File: src/rtl/speed_meas_ctrl_pkg.sv
// Shared types and default timing constants for the two-gate speed measurement controller.
package speed_pkg;

    localparam int unsigned CLK_HZ             = 12_000_000;
    localparam int unsigned TIMEOUT_CYCLES_DEF = 24_000_000;  // 2 s at CLK_HZ
    localparam int unsigned HOLD_CYCLES_DEF    = 36_000_000;  // 3 s at CLK_HZ

    typedef enum logic [1:0] {
        IDLE,
        TIMING,
        REPORT,
        HOLD
    } ctrl_state_t;

    typedef enum logic {
        DIR_AB,
        DIR_BA
    } dir_t;

endpackage

File: src/rtl/speed_meas_ctrl_sensor_edge_sync.sv
// Two-flop synchroniser plus registered rising-edge pulse for one asynchronous gate sensor.
// Flops reset to 1 so a sensor already high at reset release never reports an edge.
module sensor_edge_sync (
    input  logic clk_i,
    input  logic rst_i,
    input  logic sensor_i,
    output logic rise_o
);

    logic sync1_q;
    logic sync2_q;
    logic hist_q;
    logic rise_q;

    always_ff @(posedge clk_i) begin
        if (!rst_i) begin
            sync1_q <= 1'b1;
            sync2_q <= 1'b1;
            hist_q  <= 1'b1;
            rise_q  <= 1'b0;
        end else begin
            sync1_q <= sensor_i;
            sync2_q <= sync1_q;
            hist_q  <= sync2_q;
            rise_q  <= sync2_q & ~hist_q;
        end
    end

    assign rise_o = rise_q;

endmodule

File: src/rtl/speed_meas_ctrl.sv
// Gate-to-gate interval timer with timeout, valid/ready result hand-off and display hold.
// SPEED_CTRL_BIDIR_EN: when defined, either sensor may start a run and res_dir_o reports direction.
//
// state  | meaning
// IDLE   | waiting for a start edge while enabled
// TIMING | counting ticks until the opposite sensor fires, timeout or abort
// REPORT | result presented, waiting for res_ready_i
// HOLD   | dead time so the displayed speed stays readable
module speed_meas_ctrl
    import speed_pkg::*;
#(
    parameter int unsigned CNT_W          = 32,
    parameter int unsigned TIMEOUT_CYCLES = TIMEOUT_CYCLES_DEF,
    parameter int unsigned HOLD_CYCLES    = HOLD_CYCLES_DEF
) (
    input  logic             clk_i,
    input  logic             rst_i,
    input  logic             enable_i,
    input  logic             sensor_a_i,
    input  logic             sensor_b_i,
    input  logic             res_ready_i,
    output logic             res_valid_o,
    output logic [CNT_W-1:0] res_ticks_o,
    output logic             res_dir_o,
    output logic             busy_o,
    output logic             timeout_err_o,
    output logic             hold_active_o
);

    localparam int unsigned HOLD_W = (HOLD_CYCLES > 1) ? $clog2(HOLD_CYCLES) : 1;
    localparam logic [CNT_W-1:0]  TIMEOUT_CNT = CNT_W'(TIMEOUT_CYCLES);
    localparam logic [HOLD_W-1:0] HOLD_LAST   = HOLD_W'(HOLD_CYCLES - 1);

    logic edge_a;
    logic edge_b;
    logic start_a;
    logic start_b;
    logic stop_edge;

    ctrl_state_t       state_q;
    dir_t              dir_q;
    dir_t              res_dir_q;
    logic [CNT_W-1:0]  cnt_q;
    logic [CNT_W-1:0]  ticks_q;
    logic [HOLD_W-1:0] hold_cnt_q;
    logic              timeout_q;

    sensor_edge_sync u_sync_a (
        .clk_i    (clk_i),
        .rst_i    (rst_i),
        .sensor_i (sensor_a_i),
        .rise_o   (edge_a)
    );

    sensor_edge_sync u_sync_b (
        .clk_i    (clk_i),
        .rst_i    (rst_i),
        .sensor_i (sensor_b_i),
        .rise_o   (edge_b)
    );

    // Simultaneous edges on both gates carry no direction, so they never start a run.
`ifdef SPEED_CTRL_BIDIR_EN
    assign start_a   = edge_a & ~edge_b;
    assign start_b   = edge_b & ~edge_a;
    assign stop_edge = (dir_q == DIR_BA) ? edge_a : edge_b;
`else
    assign start_a   = edge_a & ~edge_b;
    assign start_b   = 1'b0;
    assign stop_edge = edge_b;
`endif

    always_ff @(posedge clk_i) begin
        if (!rst_i) begin
            state_q    <= IDLE;
            dir_q      <= DIR_AB;
            res_dir_q  <= DIR_AB;
            cnt_q      <= '0;
            ticks_q    <= '0;
            hold_cnt_q <= '0;
            timeout_q  <= 1'b0;
        end else begin
            timeout_q <= 1'b0;
            case (state_q)
                IDLE: begin
                    if (enable_i && (start_a || start_b)) begin
                        state_q <= TIMING;
                        dir_q   <= start_b ? DIR_BA : DIR_AB;
                        cnt_q   <= CNT_W'(1);
                    end
                end
                TIMING: begin
                    // Stop is checked before timeout so an edge on the last legal cycle still reports.
                    if (!enable_i) begin
                        state_q <= IDLE;
                    end else if (stop_edge) begin
                        ticks_q   <= cnt_q;
                        res_dir_q <= dir_q;
                        state_q   <= REPORT;
                    end else if (cnt_q == TIMEOUT_CNT) begin
                        timeout_q <= 1'b1;
                        state_q   <= IDLE;
                    end else begin
                        cnt_q <= cnt_q + CNT_W'(1);
                    end
                end
                REPORT: begin
                    if (res_ready_i) begin
                        state_q    <= HOLD;
                        hold_cnt_q <= '0;
                    end
                end
                HOLD: begin
                    if (hold_cnt_q == HOLD_LAST) begin
                        state_q <= IDLE;
                    end else begin
                        hold_cnt_q <= hold_cnt_q + HOLD_W'(1);
                    end
                end
                default: state_q <= IDLE;
            endcase
        end
    end

    assign res_valid_o   = (state_q == REPORT);
    assign busy_o        = (state_q != IDLE);
    assign hold_active_o = (state_q == HOLD);
    assign res_ticks_o   = ticks_q;
    assign res_dir_o     = res_dir_q;
    assign timeout_err_o = timeout_q;

endmodule

File: config.mk
export PLATFORM = sky130hd
export DESIGN_NAME = speed_meas_ctrl
export DESIGN_NICKNAME = d
export VERILOG_FILES = /design/src/rtl/speed_meas_ctrl_pkg.sv /design/src/rtl/speed_meas_ctrl_sensor_edge_sync.sv /design/src/rtl/speed_meas_ctrl.sv
export SDC_FILE = /design/constraint.sdc
export NUM_CORES = 1
export LEC_CHECK = 0
export ABC_AREA = 0
export CORE_MARGIN = 3
export CORE_UTILIZATION = 35
export CTS_CLUSTER_DIAMETER = 40
export DETAILED_ROUTE_END_ITERATION = 8
export RECOVER_POWER = 25
export SLEW_MARGIN = 20
export SYNTH_ARGS = -nofsm -noshare
export SYNTH_HDL_FRONTEND = slang
export SYNTH_SLANG_ARGS = --single-unit
File: constraint.sdc
create_clock -name clk_i -period 2.2 [get_ports clk_i]
set_clock_uncertainty 0.2 [all_clocks]
set_input_delay 0.44 -clock clk_i [delete_from_list [all_inputs] [get_ports clk_i]]
set_output_delay 0.44 -clock clk_i [all_outputs]
set_load 0.02 [all_outputs]
==> out/metrics.yaml, run 1 <==
outcome: "finished with violations"
violations: "setup timing"
io_buffers: 41
max_freq_mhz: 442
syn_inst: 614
yosys.cell_types.count: 71
setup_viol: 13
yosysWarningCount: 0
row_count: 43
route.detailed.drc: 0
syn_avg_cell_area_um2: 8.16
fin_nets: 742
slew_viol_final: 0
antenna_found_initial: 0
dp_hpwl_um: 11100
cts_buffers: 9
tightest_slew_ns: 0.549
critPathMaxStageDelay_ns: 0.50
num_vias: 5284
maxCapViolCount: 0
utilization: 0.491
grt_pass1_wl_um: 25300
holdWs_ns: 0.190
fin_ws_ns: -0.0639
critPathMaxFanout: 7
cts.sinks: 101
rsz0062_at_grt: "true"
cp.required_ns: 2.24
start_kind: "register"
yosysTopAreaCell: "dfxtp_1"
die_x_um: 126
p_leak_nw: 2.33
tns_ns: -0.312
clk_latency_ns: 0.35
hold_viol: 0
powerDensity_mw_per_mm2: 518
drt_iter0_drc: 304
arrival_ns: 2.31
track_usage: 0.195
die-area_mm2: 0.0158
cts_tree: "built"
slowest_stage: "dfxtp_1"
drive_above_1_share: 0.256
routed_via_density: 5.76
async_flop_share: 0
synthesis.nets: 623
path_clk_slew_ns: 0.07
clock_path_buffers: 2
antennaDiodeCount: 0
synth_top_area_frac: 0.404
layout_min_cycle_time_ns: 2.26
htreeDepth: 3
synth_edf_count: 0
period_share: 1.03
synth.top_cells.by_area: "dfxtp_1 40%, nand2_1 7.4%, a21oi_1 5.3%"
postRouteAntennaNets: 0
slew_headroom: 0.630
dp_slack_ns: -0.287
cts-root-buf: "clkbuf_16"
routedWlPerCell_um: 16.9
dpl.cell_count: 895
ios: 43
netlist_area_mm2: 0.00501
yosysSeqAreaShare: 0.404
grt_pass1_vias: 4989
worstSetupEndpointType: "register"
drt-pass1-iter-count: 5
die_y_um: 126
grt_max_degree: 33
area_growth_syn_to_layout_pct: 36.5
path_cells: "nor4b_1 -> and4_2 -> and4_4 -> buf_12 -> or2_2 -> a311o_1"
yosys_register_bits: 101
ir_worst_vdd_mv: 0.414
synth-main-ff-cell: "dfxtp_1"
core_mm2: 0.0139
cts_hold_buf: 0
crit_type: "register to register"
routed_wl_um: 15500
grt-ovfl-total: 0
layout.cells.non_filler: 918
hold_class: "register to register"
start_util: 0.360
place.gp.congestion: 0.931
## flip-flops by register name, summed over array words and instances (netlist names), named ones only
signal / cells
res_ticks_o: 32
u_sync_a.sync1_q: 1
u_sync_a.sync2_q: 1
cnt_q: 32
u_sync_b.rise_o: 1
u_sync_b.hist_q: 1
u_sync_a.rise_o: 1
state_q: 1
u_sync_a.hist_q: 1
timeout_err_o: 1
hold_cnt_q: 26
u_sync_b.sync2_q: 1
u_sync_b.sync1_q: 1
## through the flow
| stage | area (µm²) | power, W |
|---|---|---|
| after global placement | 6250 | 0.00197 |
| after floorplan | 5010 | 0.00193 |
| after detailed placement | 6250 | 0.00198 |
| final | 6840 | 0.00354 |
| after CTS | 6660 | 0.00357 |
| after global routing | 6840 | 0.00366 |
## area by class of cell
| class | count | area, µm² |
|---|---|---|
| well taps | 180 | 225 |
| fillers | 1332 | 7100 |
| flip-flops and latches | 101 | 2030 |
| multi-input cells | 452 | 2900 |
| repair buffers | 153 | 1320 |
| clock inverters | 4 | 47.5 |
| inverters | 16 | 60.1 |
| clock buffers | 12 | 246 |
## routing by layer
metal  vias to the layer above  GRT usage  wire, µm
li1                       2547          -         -
met1                      2518      0.273      7320
met2                       187      0.293      6810
met3                        32     0.0369       999
met4                         0     0.0880       391
met5                         -          0         0
## logic make-up after synthesis
logic type	count (synthesis)	synth area share
buffers and inverters	61	0.0569
adders and majority gates	3	0.00749
DFF	101	0.404
other	1	0.000749
AOI/OAI and AO/OA	155	0.210
muxes	1	0.00200
and+or+nand+nor	290	0.316
xor gates and xnor gates	2	0.00350
## cell usage in the layout (no fill, tap or decap), types with 4 or more instances in the layout
cell type | netlist | routed
and3_1 | 12 | 11
nor4_2 | 1 | 4
nand2b_1 | 8 | 8
or3_1 | 11 | 10
clkdlybuf4s50_1 | 0 | 37
buf_12 | 2 | 4
inv_1 | 16 | 15
o31ai_1 | 12 | 11
nor2_1 | 26 | 23
o21ai_0 | 18 | 13
nor3_1 | 10 | 10
a41oi_1 | 5 | 4
a21oi_1 | 53 | 53
o211ai_1 | 12 | 12
or4_1 | 22 | 21
and4_1 | 8 | 5
a31oi_1 | 13 | 10
o221a_2 | 4 | 4
and2_1 | 3 | 4
dfxtp_1 | 101 | 94
nand2_1 | 99 | 99
o21ai_1 | 3 | 7
buf_4 | 1 | 99
nand3_1 | 26 | 24
buf_6 | 0 | 8
clkbuf_16 | 0 | 9
nor4_1 | 10 | 5
dfxtp_2 | 0 | 7
nand4_1 | 29 | 29
or2_2 | 4 | 4
a311oi_1 | 6 | 4
## cells in the mapped netlist, types with 13 or more instances
cell type and number:
a21oi_1 53, a31oi_1 13, buf_2 15, clkbuf_1 24, dfxtp_1 101, inv_1 16
nand2_1 99, nand3_1 26, nand4_1 29, nor2_1 26, o21ai_0 18, or4_1 22
## worst paths after layout
check,start,end,slack [ns],depth (start not counted)
worst max-delay path,cnt_q[14],cnt_q[10],-0.06,6
worst min-delay path,u_sync_b.hist_q,u_sync_b.rise_o,0.19,1
worst max register to register,cnt_q[14],cnt_q[10],-0.06,6
worst min register to register,u_sync_b.hist_q,u_sync_b.rise_o,0.19,1
## timing repair
item | in CTS | in global routing
setup endpoints to repair | 38 | 45
pin swaps | 7 | 11
setup buffers | 6 | 1
resized for setup | 24 | 40
## worst max-delay path, delay by kind of cell (launching register included)
kind                   cells  cell delay, ns
DFF                        1            0.50
buffers and inverters      1            0.14
and+or+nand+nor            4            0.94
AOI/OAI and AO/OA          1            0.36
## power breakdown
group / total, W / leakage, nW / internal (W) / switching, W
Combinational: 0.000104 / 1.37 / 0.0000396 / 0.0000649
Sequential: 0.00183 / 0.818 / 0.00183 / 0.00000223
Clock: 0.00160 / 0.143 / 0.000910 / 0.000694
Total: 0.00354 / 2.33 / 0.00278 / 0.000761
(Power assumes the default switching activity.)
==> run 2, diff against run 1 <==
--- a/config.mk
+++ b/config.mk
@@ -6,10 +6,13 @@
 export NUM_CORES = 1
 export LEC_CHECK = 0
 export ABC_AREA = 0
+export ABC_CLOCK_PERIOD_IN_PS = 2200
+export CAP_MARGIN = 5
 export CORE_MARGIN = 3
-export CORE_UTILIZATION = 35
+export CORE_UTILIZATION = 52
 export CTS_CLUSTER_DIAMETER = 40
 export DETAILED_ROUTE_END_ITERATION = 8
+export PLACE_DENSITY = 0.76
 export RECOVER_POWER = 25
 export SLEW_MARGIN = 20
 export SYNTH_ARGS = -nofsm -noshare
==> run 2 against run 1 <==
Effect of this change: the flow still finishes with violations (setup timing); global-route usage rose by 8.0 points; core utilization rose by 24 points; fmax down 5.2%; clock power decreased by 24%; sequential power about the same; via count increased by 3.7%; cell area down 0.66%; sequential cell count unchanged; register-to-register slack lost 0.12 ns; setup slack worse by 0.12 ns; critical path type unchanged; highest routed layer unchanged.
==> out/metrics.yaml, run 2 (same netlist as run 1, synthesis figures left out) <==
postRouteAntennaNets: 0  # unchanged
area_growth_syn_to_layout_pct: 35.6
worstSetupEndpointType: "register"
r2r-start: "cnt_q[0]"
period_share: 1.09  # +0.0563
holdWs_ns: 0.196  # +0.00627 ns
path_clk_slew_ns: 0.10  # +0.03 ns
dp_hpwl_um: 10500  # -5.3%
drt-pass1-iter-count: 6  # +1
cp-startpoint: "cnt_q[0]"
critPathMaxStageDelay_ns: 0.48  # -0.02 ns
power_w: 0.00317  # -11%
p_leak_nw: 2.37  # +1.4%
layout_min_cycle_time_ns: 2.39  # +0.124 ns
route.detailed.drc: 0  # unchanged
clock_path_buffers: 2  # unchanged
start_util: 0.540  # +0.180
setup_viol: 27  # +14
register_area_mm2: 0.00203  # about the same
track_usage: 0.275  # +0.0799
drt_iter0_drc: 640  # +110%
grt_pass1_vias: 5096  # +2.1%
slowest_stage: "or4b_4"
hold_start: "u_sync_b.hist_q"
critPathBufInv: 3  # +2
crit_type: "register to register"
utilization: 0.732  # +0.241
multiInputGateArea_mm2: 0.00302  # +3.9%
grt_pass1_wl_um: 24800  # -2.2%
ios: 43  # unchanged
antenna_found_initial: 0  # unchanged
arrival_ns: 2.47  # +0.16 ns
cp.required_ns: 2.29  # +0.05 ns
num_vias: 5482  # +3.7%
path_delay_family: "simple AND/OR/NAND/NOR gates"
critPathMaxFanout: 4  # -3
core_mm2: 0.00928  # -33%
final_cell_area_mm2: 0.00679  # -0.66%
max_freq_mhz: 419  # -5.2%
rsz0062_at_grt: "true"
placed_cell_area_mm2: 0.00615  # -1.5%
grt-ovfl-total: 0  # unchanged
place.gp.congestion: 0.936  # +0.62%
maxCapViolCount: 0  # unchanged
hold_viol: 0  # unchanged
cts-root-buf: "clkbuf_8"
final_common_cell: "nand2_1"
outcome: "finished with violations"
routed_wl_um: 15700  # +1.4%
fin_ws_ns: -0.188  # -0.124 ns
ir_worst_vdd_mv: 0.349  # -16%
routedWlPerCell_um: 18.2  # +7.6%
clk_latency_ns: 0.38  # +0.03 ns
final_cell_mix: "99 x nand2_1, 93 x dfxtp_1, 93 x buf_4"
die_y_um: 104  # -17%
start_kind: "register"
io_buffers: 41  # unchanged
powerDensity_mw_per_mm2: 466  # -10%
cts_buffers: 9  # unchanged
cts.sinks: 101  # unchanged
die-area_mm2: 0.0108  # -31%
grt_max_degree: 34  # +3.0%
slew_headroom: 0.581  # -0.0490
die_x_um: 104  # -17%
cts_tree: "built"
htreeDepth: 3  # unchanged
fin_nets: 741  # -0.13%
tightest_slew_ns: 0.622  # +0.0728 ns
drive_above_1_share: 0.265  # +0.00885
violations: "setup timing"
nFillCells: 735  # -45%
slew_viol_final: 0  # unchanged
antennaDiodeCount: 0  # unchanged
path_cells: "inv_2 -> ha_4 -> or4b_4 -> nor3_4 -> and4_4 -> buf_12 -> buf_8 -> a211oi_2 -> o31ai_2"
hold_class: "register to register"
routed_via_density: 6.34  # +10%
tns_ns: -2.05  # -1.74 ns
row_count: 35  # -19%
==> run 2: changes by cell type in the layout (fill, tap and decap cells not counted), sizes merged <==
cell,previous run,this run
clkinv,2,1
clkinvlp,1,0
buf,111,107
and4,9,10
inv,16,20
clkbuf,13,12
==> run 2: metal layers <==
layer / share of wire / vias to the layer above / global-route usage / wire [µm]
met5: 0 / - / 0 / 0
met4: 0.033 / 0 / 0.104 / 512
met3: 0.082 / 59 / 0.0708 / 1300
met2: 0.45 / 308 / 0.440 / 7150
met1: 0.43 / 2579 / 0.359 / 6780
li1: - / 2536 / - / -
==> run 2: worst paths after layout <==
path | end | slack, ns | cells past startpoint
hold / removal | u_sync_b.rise_o | 0.20 | 1
hold reg to reg | u_sync_b.rise_o | 0.20 | 1
setup / recovery | cnt_q[19] | -0.19 | 9
setup reg to reg | cnt_q[19] | -0.19 | 9
==> run 2: metrics by stage <==
stage | setup slack [ns] | std cells
after floorplan | 0.00452 | 614
after global placement | -0.318 | 838
after detailed placement | -0.362 | 838
after CTS | -0.0957 | 857
after global routing | -0.220 | 865
final | -0.188 | 865
==> run 2: power by group <==
part | internal (W) | switching, W | total (W)
clock network | 0.000535 | 0.000690 | 0.00122
logic | 0.0000401 | 0.0000655 | 0.000106
registers | 0.00183 | 0.00000235 | 0.00183
total | 0.00241 | 0.000758 | 0.00317
==> run 2: layout make-up <==
class,count,share of cell area
inverter,16,0.00884
clock buffer,9,0.0182
sequential,101,0.299
clock inverter,6,0.0103
multi-input combinational,453,0.444
timing repair buffer,151,0.195
tap,129,0.0238
==> run 2: repair_timing <==
action / in CTS / in global routing
gates cloned: 1 / 0
pin swaps: 13 / 18
gates resized for setup: 33 / 46
hold buffers: 0 / 0
buffers inserted: 3 / 10
setup endpoints to repair: 45 / 48
==> run 3, diff against run 2 <==
--- a/config.mk
+++ b/config.mk
@@ -6,13 +6,12 @@
 export NUM_CORES = 1
 export LEC_CHECK = 0
 export ABC_AREA = 0
-export ABC_CLOCK_PERIOD_IN_PS = 2200
+export ABC_CLOCK_PERIOD_IN_PS = 2900
 export CAP_MARGIN = 5
-export CORE_MARGIN = 3
-export CORE_UTILIZATION = 52
+export CORE_UTILIZATION = 62
 export CTS_CLUSTER_DIAMETER = 40
 export DETAILED_ROUTE_END_ITERATION = 8
-export PLACE_DENSITY = 0.76
+export PLACE_DENSITY = 0.85
 export RECOVER_POWER = 25
 export SLEW_MARGIN = 20
 export SYNTH_ARGS = -nofsm -noshare
==> constraint.sdc (replaced) <==
create_clock -name clk_i -period 2.9 [get_ports clk_i]
set_clock_uncertainty 0.2 [all_clocks]
set_input_delay 0.58 -clock clk_i [delete_from_list [all_inputs] [get_ports clk_i]]
set_output_delay 0.58 -clock clk_i [all_outputs]
set_load 0.02 [all_outputs]
==> run 3 against run 2 <==
Effect of this change: the run now ends clean; register-to-register slack improved by 0.52 ns; power decreased by 26%; combinational power shrank 41%; sequential power down 24%; critical path type is now register to output pin; critical endpoint is now hold_active_o.
==> out/metrics.yaml, run 3 (same netlist as run 1, synthesis figures left out) <==
path_cells: "nand2_1 -> inv_1 -> clkdlybuf4s50_1"
period_share: 0.905
nFillCells: 595  # -19%
slowest_stage: "clkdlybuf4s50_1"
p_leak_nw: 1.87  # -21%
r2r-end: "cnt_q[25]"
place.gp.congestion: 1.00  # +6.8%
cts-root-buf: "clkbuf_8"
clock_path_buffers: 2  # unchanged
internal-power_w: 0.00181  # -25%
final_common_cell: "dfxtp_1"
r2r-start: "cnt_q[3]"
track_usage: 0.317  # +0.0419
io_buffers: 41  # unchanged
cts_buffers: 9  # unchanged
fin_nets: 650  # -12%
die_y_um: 91.9  # -12%
grt_pass1_vias: 4550  # -11%
ir_worst_vdd_mv: 0.257  # -26%
htreeDepth: 3  # unchanged
cts_hold_buf: 0  # unchanged
max_freq_mhz: 381
cts_resized: 0  # -100%
core_mm2: 0.00777  # -16%
drt-pass1-iter-count: 5  # -1
grt_pass1_wl_um: 21500  # -13%
final_cell_mix: "101 x dfxtp_1, 99 x nand2_1, 53 x a21oi_1"
worstSetupEndpointType: "output pin"
cts_tree: "built"
crit_type: "register to output pin"
hold_class: "register to register"
antenna_found_initial: 0  # unchanged
routed_via_density: 6.68  # +5.3%
utilization: 0.730  # -0.00119
cts.sinks: 101  # unchanged
die-area_mm2: 0.00844  # -22%
hold_end: "u_sync_b.rise_o"
clk_latency_ns: 0.37  # about the same
path_clk_slew_ns: 0.09  # about the same
grt-ovfl-total: 0  # unchanged
antennaDiodeCount: 0  # unchanged
start_util: 0.645  # +0.105
drt_iter0_drc: 334  # -48%
p_seq_frac: 0.597  # +0.017
slew_viol_final: 0  # unchanged
setup_viol: 0  # -100%
rrSetupSlack_ns: 0.33  # +0.52 ns
tightest_slew_ns: 0.910  # +0.288 ns
grt_max_degree: 27  # -21%
arrival_ns: 1.84  # -0.63 ns
p_switching_w: 0.000523  # -31%
routedWlPerCell_um: 17.2  # -5.5%
multiInputGateArea_mm2: 0.00270  # -10%
outcome: "completed"
powerDensity_mw_per_mm2: 411  # -12%
start_kind: "register"
layout_min_cycle_time_ns: 2.62
combPwrFrac: 0.027  # -0.006
postRouteAntennaNets: 0  # unchanged
hold_start: "u_sync_b.hist_q"
maxCapViolCount: 0  # unchanged
swShare: 0.224  # -0.0150
cp.required_ns: 2.12  # -0.17 ns
drive_above_1_share: 0.0929  # -0.172
routed_wl_um: 12900  # -18%
critPathMaxStageDelay_ns: 0.60  # +0.12 ns
dp_hpwl_um: 9060  # -13%
hold_viol: 0  # unchanged
reg2reg_depth: 5  # -4
cts_setup_buffers: 0  # -3
ios: 43  # unchanged
rsz0062_at_grt: "false"
die_x_um: 91.9  # -12%
register_area_mm2: 0.00202  # -0.49%
tns_ns: 0  # +2.05 ns
route.detailed.drc: 0  # unchanged
slew_headroom: 0.390  # -0.191
area_growth_syn_to_layout_pct: 13.2
clkPwrFrac: 0.376  # -0.011
critPathMaxFanout: 13  # +9
whs_path_depth: 1  # unchanged
num_vias: 4993  # -8.9%
row_count: 32  # -8.6%
## run 3: cell count changes in the layout (fill, tap and decap cells not counted), moves of 8 or more
cell             delta
buf_4              -75
buf_6               -8
clkdlybuf4s50_1    -21
dfxtp_1             +8
dfxtp_2             -8
dlygate4sd3_1      +24
## run 3: worst max path at each step
| stage | from | to | cells past startpoint | slack [ns] |
|---|---|---|---|---|
| after floorplan | rst_i | cnt_q[29] | 7 | 0.57 |
| after global placement | enable_i | cnt_q[26] | 6 | 0.13 |
| after detailed placement | enable_i | cnt_q[26] | 6 | 0.09 |
| after CTS | state_q[0] | hold_active_o | 3 | 0.29 |
| after global routing | hold_cnt_q[20] | hold_cnt_q[8] | 5 | 0.05 |
| final | state_q[0] | hold_active_o | 3 | 0.28 |
## run 3: per-stage QoR
stage,setup WS (ns),cells,hold slack (ns),cell area (µm²),power [W]
finish,0.277,748,0.187,5670,0.00233
global route,0.0526,748,0.207,5670,0.00241
CTS,0.293,748,0.189,5680,0.00235
detailed placement,0.0914,732,0.176,5490,0.00149
global placement,0.134,732,0.173,5490,0.00148
floorplan,0.572,614,0.167,5010,0.00146
## run 3: final cells by class
cell class,count,area share
Timing Repair Buffer,61,0.100
Clock buffer,10,0.0225
Clock inverter,6,0.0112
Multi-Input combinational cell,452,0.476
Sequential cell,101,0.356
Inverter,16,0.0106
Tap cell,102,0.0225
## run 3: routing by layer
metal	vias up	GRT usage	wire length (µm)
li1	2356	-	-
met1	2333	0.410	5400
met2	257	0.509	5970
met3	47	0.0713	1110
met4	0	0.135	388
met5	-	0	0
## run 3: worst max-delay path, delay by kind of cell (launching register included)
kind / cells / cell delay, ns
flip-flops: 1 / 0.59
buffers and inverters: 2 / 0.72
AND/OR/NAND/NOR: 1 / 0.17
## run 3: power by group through the flow
stage	clock network (W)	registers (W)	logic, W
6_report	0.000877	0.00139	0.0000622
5_1_grt	0.000951	0.00139	0.0000664
4_1_cts	0.000892	0.00139	0.0000616
3_5_place_dp	0	0.00142	0.0000614
3_3_place_gp	0	0.00142	0.0000601
2_1_floorplan	0	0.00142	0.0000370
